<file path="config.mk">
export PLATFORM = sky130hd
export DESIGN_NAME = li_expander
export DESIGN_NICKNAME = d
export VERILOG_FILES = /design/src/rtl/li_expander.sv
export SDC_FILE = /design/constraint.sdc
export NUM_CORES = 1
export LEC_CHECK = 0
export CAP_MARGIN = 25
export CORE_ASPECT_RATIO = 0.7
export CORE_MARGIN = 4
export CORE_UTILIZATION = 53
export DETAILED_ROUTE_END_ITERATION = 16
export PLACE_DENSITY = 0.87
export SYNTH_ARGS = -nofsm -noshare
export SYNTH_HDL_FRONTEND = slang
export SYNTH_SLANG_ARGS = --single-unit
</file>
<file path="constraint.sdc">
create_clock -name clk -period 6.2 [get_ports clk]
set_clock_uncertainty 0.1 [all_clocks]
set_input_delay 1.24 -clock clk [delete_from_list [all_inputs] [get_ports clk]]
set_output_delay 1.24 -clock clk [all_outputs]
set_load 0.005 [all_outputs]
</file>
<file path="src/rtl/li_expander.sv">
// Load-immediate expander: turns a 32-bit constant plus destination register
// into one or two MIPS I-type words (addiu / ori / lui / lui+ori).
module li_expander #(
  parameter int ALLOW_ADDIU = 1
) (
  input  logic        clk,
  input  logic        reset,
  input  logic        in_valid,
  output logic        in_ready,
  input  logic [31:0] in_value,
  input  logic [4:0]  in_rt,
  output logic        out_valid,
  input  logic        out_ready,
  output logic [31:0] out_instr,
  output logic        out_last,
  output logic [1:0]  out_kind,
  output logic [15:0] word_count
);

  typedef enum logic [1:0] {
    IDLE        = 2'd0,
    EMIT_FIRST  = 2'd1,
    EMIT_SECOND = 2'd2
  } state_t;

  localparam logic [5:0] OP_ADDIU = 6'h09;
  localparam logic [5:0] OP_ORI   = 6'h0D;
  localparam logic [5:0] OP_LUI   = 6'h0F;

  state_t      state_q;
  logic        valid_q;
  logic [31:0] instr_q;
  logic        last_q;
  logic [1:0]  kind_q;
  logic [15:0] count_q;
  logic [4:0]  rt_q;
  logic [15:0] lo_q;

  logic        sext_fits;
  logic [1:0]  kind_d;
  logic [31:0] first_d;
  logic [31:0] second_d;
  logic [15:0] count_d;
  logic        accept;
  logic        handoff;

  // addiu sign-extends its immediate, so bits 31..15 must all match
  assign sext_fits = (&in_value[31:15]) | ~(|in_value[31:15]);
  assign accept    = in_valid && (state_q == IDLE);
  assign handoff   = valid_q && out_ready;
  assign count_d   = (count_q == 16'hFFFF) ? count_q : count_q + 16'd1;
  assign second_d  = {OP_ORI, rt_q, rt_q, lo_q};

  always_comb begin
    kind_d = 2'd3;
    if ((ALLOW_ADDIU != 0) && sext_fits) kind_d = 2'd0;
    else if (in_value[31:16] == 16'h0000) kind_d = 2'd1;
    else if (in_value[15:0] == 16'h0000)  kind_d = 2'd2;
  end

  always_comb begin
    first_d = {OP_LUI, 5'd0, in_rt, in_value[31:16]};
    case (kind_d)
      2'd0:    first_d = {OP_ADDIU, 5'd0, in_rt, in_value[15:0]};
      2'd1:    first_d = {OP_ORI, 5'd0, in_rt, in_value[15:0]};
      default: first_d = {OP_LUI, 5'd0, in_rt, in_value[31:16]};
    endcase
  end

  always_ff @(posedge clk or posedge reset) begin
    if (reset) begin
      state_q <= IDLE;
      valid_q <= 1'b0;
      instr_q <= 32'h0;
      last_q  <= 1'b0;
      kind_q  <= 2'd0;
      count_q <= 16'h0;
      rt_q    <= 5'd0;
      lo_q    <= 16'h0;
    end else begin
      case (state_q)
        IDLE: begin
          // requests targeting $zero are swallowed without output
          if (accept && (in_rt != 5'd0)) begin
            state_q <= EMIT_FIRST;
            valid_q <= 1'b1;
            instr_q <= first_d;
            last_q  <= (kind_d != 2'd3);
            kind_q  <= kind_d;
            rt_q    <= in_rt;
            lo_q    <= in_value[15:0];
          end
        end
        EMIT_FIRST: begin
          if (handoff) begin
            count_q <= count_d;
            if (kind_q == 2'd3) begin
              state_q <= EMIT_SECOND;
              instr_q <= second_d;
              last_q  <= 1'b1;
            end else begin
              state_q <= IDLE;
              valid_q <= 1'b0;
            end
          end
        end
        EMIT_SECOND: begin
          if (handoff) begin
            count_q <= count_d;
            state_q <= IDLE;
            valid_q <= 1'b0;
          end
        end
        default: begin
          state_q <= IDLE;
          valid_q <= 1'b0;
        end
      endcase
    end
  end

  assign in_ready   = (state_q == IDLE);
  assign out_valid  = valid_q;
  assign out_instr  = instr_q;
  assign out_last   = last_q;
  assign out_kind   = kind_q;
  assign word_count = count_q;

endmodule

</file>
Word-level counts from Yosys, hierarchy flattened
Index checks and enable logic that the tools add are counted.
- $add $sub $neg: 1
- equal/unequal tests: 11
- multiplexer cells: 22
- bitwise logic cells: 3
- reduce and logical (&&, ||, !) cells: 17
- operator list (operator ; number):
    $mux 32 ; 3
    $pmux 32 s2 ; 1
    $pmux 29 s2 ; 1
    $logic_not 16->1 ; 2
    $reduce_and 17->1 ; 1
    $reduce_or 17->1 ; 1
    $add 16x1->16 const B ; 1
    $eq 16x16->1 const B ; 1
    $mux 2 ; 6
    $ne 2x2->1 const B ; 5
    $mux 1 ; 8
    $reduce_and 4->1 ; 2
    $pmux 2 s3 ; 1
    $reduce_and 3->1 ; 2
    $reduce_bool 5->1 ; 1
    $eq 2x1->1 const B ; 2
    $eq 2x2->1 const B ; 2
    $logic_not 2->1 ; 2
    $logic_and 1x1->1 ; 3
    $pmux 1 s3 ; 1
    $ne 2x1->1 const B ; 1
    $not 1->1 ; 2
    $pmux 1 s2 ; 1
    $reduce_and 2->1 ; 1
    3 further kinds ; 3
- register bits: 75
- input bits: 41
- output and inout port bits: 53
- logic and storage cells: 62

Logic depth before layout (Yosys ltp)
Gate-level depths: netlist of the first run.
- depth in word-level cells: 8
- mapped depth: 8
- gate-level depth less buffers: 6

Worst setup path before layout of the first run
OpenSTA, ideal clock, no wires.
- kind: in2reg
- from: input port in_rt[4]
- to: register instr_q[0] (netlist: out_instr[0])
- arrival time: 2.391 ns
- data required time: 6.005 ns
- setup slack: 3.613 ns
- cell stages on the path: 6
- path through: o311ai_2 > a32o_1 > buf_2 > buf_2 > nand2_1 > o31ai_1
- word-level cells in the longest chain between the ends: 4
- RTL lines (what ; line ; source):
    from (decl) ; 11 ; input logic [4:0] in_rt,
    $reduce_bool 5->1 ; 84 ; if (accept && (in_rt != 5'd0)) begin
    $logic_and 1x1->1 ; 84 ;
    $ne 2x1->1 (no line) ; n/a ;
    $reduce_and 4->1 (no line) ; n/a ;
    to (signal assigned) ; 87 ; instr_q <= first_d;
    to (signal assigned) ; 99 ; instr_q <= second_d;
    to (decl) ; 32 ; logic [31:0] instr_q;
No other way between the ends.
A chain may end at the register's enable or synchronous reset.

Final worst setup path of the first run
- from: input port in_value[21]
- to: register kind_q[0] (netlist: out_kind[0])
- word-level cells in the longest chain between the ends: 4
- elaborated cells on any way between the ends: 7
- classes of those cells: 2 x mux; 2 x bitwise; 3 x reduce/logical
- RTL lines (what ; line ; source):
    from (decl) ; 10 ; input logic [31:0] in_value,
    $reduce_or 17->1 ; 48 ; assign sext_fits = (&in_value[31:15]) | ~(|in_value[31:15]);
    $not 1->1 ; 48 ;
    $or 1x1->1 ; 48 ;
    $mux 2 * ; 56 ; if ((ALLOW_ADDIU != 0) && sext_fits) kind_d = 2'd0;
    to (signal assigned) ; 89 ; kind_q <= kind_d;
    to (decl) ; 34 ; logic [1:0] kind_q;
Mark *: on every way between the ends. The rest lies on a longest branch, timed or not.

==> reports/results.ini, run 1 <==
[status]
status = completed

[worst_setup_path]
crit_fanout = 18
arrival_ns = 3.59
required_ns = 6.32
crit_buf_inv = 1
critPathLaunchType = input port
reg2reg_to = out_instr[5]
critical_path_class = input port to flip-flop
rrSetupSlack_ns = 3.22
critPathTopFamily = simple AND/OR/NAND/NOR gates
path_cells = clkdlybuf4s50_1 -> nor4_1 -> nand4_1 -> o22ai_1 -> o21ai_0
reg2reg_depth = 6
r2r-start = state_q[1]
endpoint_kind = flip-flop
crit_path_top_delay_cell = nand4_1
critPathMaxStageDelay_ns = 0.76

[cells_and_area]
syn_to_final_growth_pct = 31.3
fin_cells = 558
nNetsFinal = 504
nFillCells = 494
fin_util = 0.717
layout-drive-gt1-share = 0.0668
antenna_cells = 0

[yosys]
synth_most_common_cell = dfrtp_1
netlist-cell-type-count = 46
syn_inst = 379
synth_commonest_cells = dfrtp_1 (72), nand2_1 (40), o21ai_0 (33), nor4_1 (26), inv_1 (22)
synth-main-ff-cell = dfrtp_1
synth_area_leaders = dfrtp_1 (49%), o21ai_0 (4.5%), nor4_1 (4.4%)
synth_async_sr_flop_share = 1.00
synth_seq_cells = 72
ys_warn_count = 0
syn-cell-area_um2 = 3670
synth-seq-area-share = 0.491
synth-edff-count = 0
yosys.area.top_type_share = 0.491
yosys.area.top_type = dfrtp_1
syn_avg_cell_area_um2 = 9.69

[sta]
relSlewSlack = 0.293
period_needed_ns = 3.47
slew_viol_final = 0
fmax_ghz = 0.288
final.period_utilization = 0.559
timing.hold.ws_ns = 0.393
rsz0062_at_grt = no
setup_violations = 0
hold_viol_final = 0
fin_setup_tns_ns = 0
worst_pin_slew_ns = 1.06

[min_path]
hp-start = out_instr[7]
min_path_cells = 2
hold_class = flip-flop to flip-flop
holdPathEnd = out_instr[7]

[floorplan]
row_count = 25
start_util = 0.546
die_w_um = 107
ios = 94
coreArea_um2 = 6730
die_h_um = 77.6
dieArea_um2 = 8340

[detailed_routing]
drt-wirelength-per-cell_um = 18.4
drt_wl_total_um = 10300
routed-via-count = 3391
wl_met2_um = 4720
top_layer = met4
drc = 0
drt-met1-wl_um = 4470
wl_met3_um = 916
drtPass1Iterations = 6
drt_iter0_markers = 289
ant_nets = 0
viasPerCell = 6.08

[grt]
gr-total-overflow = 0
grt_pass1_wl_um = 16700
grt_start_max_net_pins = 73
antenna_found_initial = 0
grt_pass1_vias = 3278
globalRouteTotalUtil = 0.253

[place]
dp.cells = 541
io_buffers = 91
place.gp.congestion = 0.939
dp_hpwl_um = 7310

[clock_tree]
cts.clk_slew.worst_paths_ns = 0.07
cts_sinks = 72
post_cts_buffers = 0
insertion_delay_ns = 0.35
clockBufferDepth = 2
cts_buffers = 9
holdBufCountCts = 0
cts-root-buf = clkbuf_8
cts_tree = yes
htreeDepth = 3
cts_resized = 0

[power_and_ir_drop]
swShare = 0.370
peakVddDrop_v = 0.000274
power_density_nw_per_um2 = 422
power_frac_clock = 0.171
combPwrFrac = 0.451
seq_power_share = 0.378
switchingPower_w = 0.000753
intPower_w = 0.00128
leakagePower_nw = 1.95

[job]
maxCapViolations = 0

worst max-delay path by stage:
stage,start,cells after the start,slack (ns),endpoint
finish,in_value[21],5,2.73,out_kind[0]
global route,in_value[18],5,2.62,out_kind[0]
CTS,in_rt[4],4,2.82,rt_q[2]
detailed placement,in_rt[4],4,2.46,rt_q[0]
global placement,out_ready,5,2.48,out_instr[19]
floorplan,reset,1,3.04,lo_q[0]
worst min-delay path: cells and delay by family, from the launching register on:
family | cells | cell delay (ns)
AOI/OAI and AO/OA | 1 | 0.05
DFF | 1 | 0.36
and+or+nand+nor | 1 | 0.05
stage by stage:
stage | setup slack, ns | cell area, um^2 | total power, W
finish | 2.73 | 4820 | 0.00203
global route | 2.62 | 4820 | 0.00216
CTS | 2.82 | 4790 | 0.00201
detailed placement | 2.46 | 4610 | 0.00166
global placement | 2.48 | 4590 | 0.00161
floorplan | 3.04 | 3670 | 0.00126
cell type report:
cell class / count / area [um^2] / area share
clock buffer: 14 / 173 / 0.0358
clock inverter: 2 / 12.5 / 0.00260
inverter: 22 / 82.6 / 0.0171
multi-input combinational: 259 / 1670 / 0.345
sequential: 72 / 1800 / 0.374
tap: 94 / 118 / 0.0244
timing repair buffer: 95 / 968 / 0.201
sequential cells by signal, indices dropped and copies added, names as in the netlist:
register,count
word_count,16
state_q,2
out_last,1
rt_q,5
out_instr,29
out_kind,2
out_valid,1
lo_q,16
kinds of logic after synthesis:
| family | synth area share |
|---|---|
| and+or+nand+nor | 0.181 |
| AOI/OAI and AO/OA | 0.205 |
| DFF | 0.491 |
| buffers and inverters | 0.0573 |
| xor gates and xnor gates | 0.0334 |
| muxes | 0.0184 |
| adders and majority gates | 0.0136 |
| other | 0.00102 |
per-layer routing:
metal,up-vias,global-route usage
li1,1579,-
met1,1628,0.357
met2,161,0.371
met3,23,0.0740
met4,0,0.0946
met5,-,0
power by group through the flow:
stage / combinational (W) / sequential [W] / clock (W)
final: 0.000917 / 0.000769 / 0.000348
after global routing: 0.000997 / 0.000788 / 0.000374
after floorplan: 0.000501 / 0.000755 / 0
after global placement: 0.000839 / 0.000766 / 0
after CTS: 0.000896 / 0.000766 / 0.000351
after detailed placement: 0.000891 / 0.000773 / 0
layout by cell type (no fill, tap or decap), drive strengths merged, types with 6 or more instances in the layout:
cell type,Yosys,layout
inv,22,22
clkdlybuf4s50,0,91
o211ai,6,6
a21o,6,6
nor4,26,26
mux2,6,6
xnor2,11,11
o311ai,16,16
clkbuf,17,14
o31ai,17,17
o21ai,36,36
dfrtp,72,72
nand3,10,10
nor3,19,19
nand4,9,9
nand2,40,40
a22o,10,10
Note: power is estimated with default switching activity, not from simulation.
==> inputs of run 2 (changes only) <==
--- a/config.mk
+++ b/config.mk
@@ -8,9 +8,9 @@
 export CAP_MARGIN = 25
 export CORE_ASPECT_RATIO = 0.7
 export CORE_MARGIN = 4
-export CORE_UTILIZATION = 53
+export CORE_UTILIZATION = 49
 export DETAILED_ROUTE_END_ITERATION = 16
-export PLACE_DENSITY = 0.87
+export PLACE_DENSITY = 0.81
 export SYNTH_ARGS = -nofsm -noshare
 export SYNTH_HDL_FRONTEND = slang
 export SYNTH_SLANG_ARGS = --single-unit
==> constraint.sdc (replaced) <==
create_clock -name clk -period 3.5 [get_ports clk]
set_clock_uncertainty 0.1 [all_clocks]
set_input_delay 0.7 -clock clk [delete_from_list [all_inputs] [get_ports clk]]
set_output_delay 0.7 -clock clk [all_outputs]
set_load 0.005 [all_outputs]
==> reports/results.ini, run 2 (synthesis gave the netlist of run 1 again) <==
[status]
status = completed

[cells_and_area]
antenna_cells = 0  ; unchanged
nNetsFinal = 510  ; +1.2%
largest_register_ffs = 29  ; unchanged
final_common_cell = clkdlybuf4s50_1
nFillCells = 584  ; +18%
layout_common_cells = clkdlybuf4s50_1 (91), dfrtp_1 (72), nand2_1 (40)
layout-drive-gt1-share = 0.0810  ; +0.0142
syn_to_final_growth_pct = 32.5

[clock_tree]
holdBufCountCts = 0  ; unchanged
insertion_delay_ns = 0.35  ; about the same
clockBufferDepth = 2  ; unchanged
cts_sinks = 72  ; unchanged
post_cts_buffers = 0  ; unchanged
cts_tree = yes
cts_buffers = 9  ; unchanged
htreeDepth = 3  ; unchanged
cts.clk_slew.worst_paths_ns = 0.08  ; about the same
cts_resized = 0  ; unchanged
cts-root-buf = clkbuf_8

[grt]
globalRouteTotalUtil = 0.232  ; -0.0209
grt_start_max_net_pins = 73  ; unchanged
grt_pass1_vias = 3322  ; +1.3%
gr-total-overflow = 0  ; unchanged
grt_pass1_wl_um = 16600  ; -0.54%
antenna_found_initial = 0  ; unchanged

[place]
io_buffers = 91  ; unchanged
pre_cts_slack_ns = 0.589  ; -1.87 ns
place.gp.congestion = 0.908  ; -3.2%
dp_hpwl_um = 7110  ; -2.6%

[detailed_routing]
drt-wirelength-per-cell_um = 18.1  ; -1.8%
drt_iter0_markers = 234  ; -19%
drt_wl_total_um = 10200  ; -0.22%
ant_nets = 0  ; unchanged
viasPerCell = 6.00  ; -1.3%
drc = 0  ; unchanged
routed-via-count = 3401  ; +0.29%
drtPass1Iterations = 5  ; -1

[floorplan]
start_util = 0.504  ; -0.0421
coreArea_um2 = 7290  ; +8.4%
row_count = 26  ; +4.0%
ios = 94  ; unchanged
die_w_um = 111  ; +3.7%
dieArea_um2 = 8960  ; +7.4%
die_h_um = 80.4  ; +3.6%

[worst_setup_path]
critPathMaxStageDelay_ns = 0.48  ; -0.28 ns
required_ns = 3.65  ; -2.67 ns
crit_fanout = 64  ; +46
crit_path_top_delay_cell = buf_4
arrival_ns = 2.74  ; -0.85 ns
rrSetupSlack_ns = 0.91  ; -2.31 ns
path_cells = inv_1 -> ha_2 -> buf_4 -> nand4b_1 -> nand3_1 -> o311ai_0 -> o31ai_1
endpoint_kind = flip-flop
critPathLaunchType = flip-flop
critical_path_class = flip-flop to flip-flop

[sta]
relSlewSlack = 0.504  ; +0.211
setup_violations = 0  ; unchanged
hold_viol_final = 0  ; unchanged
period_needed_ns = 2.59
slew_viol_final = 0  ; unchanged
rsz0062_at_grt = no
worst_pin_slew_ns = 0.744  ; -0.316 ns
fin_setup_tns_ns = 0  ; unchanged
final.period_utilization = 0.741
timing.hold.ws_ns = 0.387  ; -0.00588 ns
fmax_ghz = 0.386
fin_ws_ns = 0.908  ; -1.83 ns

[power_and_ir_drop]
peakVddDrop_v = 0.000453  ; +65%
power_density_nw_per_um2 = 743  ; +76%
power_w = 0.00361  ; +78%
leakagePower_nw = 1.97  ; +0.93%

[job]
maxCapViolations = 0  ; unchanged

[min_path]
hold_class = flip-flop to flip-flop

run 2: power breakdown:
| part | internal [W] | total [W] | switching, W |
|---|---|---|---|
| combinational | 0.000783 | 0.00159 | 0.000805 |
| sequential | 0.00115 | 0.00136 | 0.000206 |
| clock | 0.000343 | 0.000666 | 0.000323 |
run 2: final timing paths:
path                         startpoint              to  cells past startpoint
max reg2reg                  state_q[1]   out_instr[11]                      7
min                        out_instr[5]    out_instr[5]                      2
min reg2reg                out_instr[5]    out_instr[5]                      2
max                          state_q[1]   out_instr[11]                      7
min in group asynchronous         reset  word_count[11]                      3
max in group asynchronous         reset         rt_q[4]                      3
run 2: cell type report:
type | instances | area (um^2) | share of cell area
sequential | 72 | 1800 | 0.370
tap | 98 | 123 | 0.0252
multi-input combinational | 259 | 1670 | 0.342
inverter | 22 | 82.6 | 0.0170
clock inverter | 5 | 57.6 | 0.0118
clock buffer | 10 | 138 | 0.0283
timing repair buffer | 101 | 996 | 0.205
run 2: routing by layer:
metal	track usage	routed length, um	vias up
li1	-	-	1585
met1	0.316	4610	1636
met2	0.357	4610	160
met3	0.0745	871	20
met4	0.0693	146	0
met5	0	0	-
run 2: stage by stage:
stage | util | std cells | instance area (um^2)
after global placement | 0.640 | 551 | 4660
after floorplan | - | 380 | 3670
after detailed placement | 0.641 | 552 | 4670
after CTS | 0.667 | 567 | 4860
after global routing | 0.667 | 567 | 4860
final | 0.667 | 567 | 4860
run 2: critical path: cells and delay by family (launching register included):
kind	cells	cell delay (ns)
compound gates	2	0.55
fa+ha+maj	1	0.21
buf+inv	2	0.58
flops	1	0.38
simple gates	2	0.68
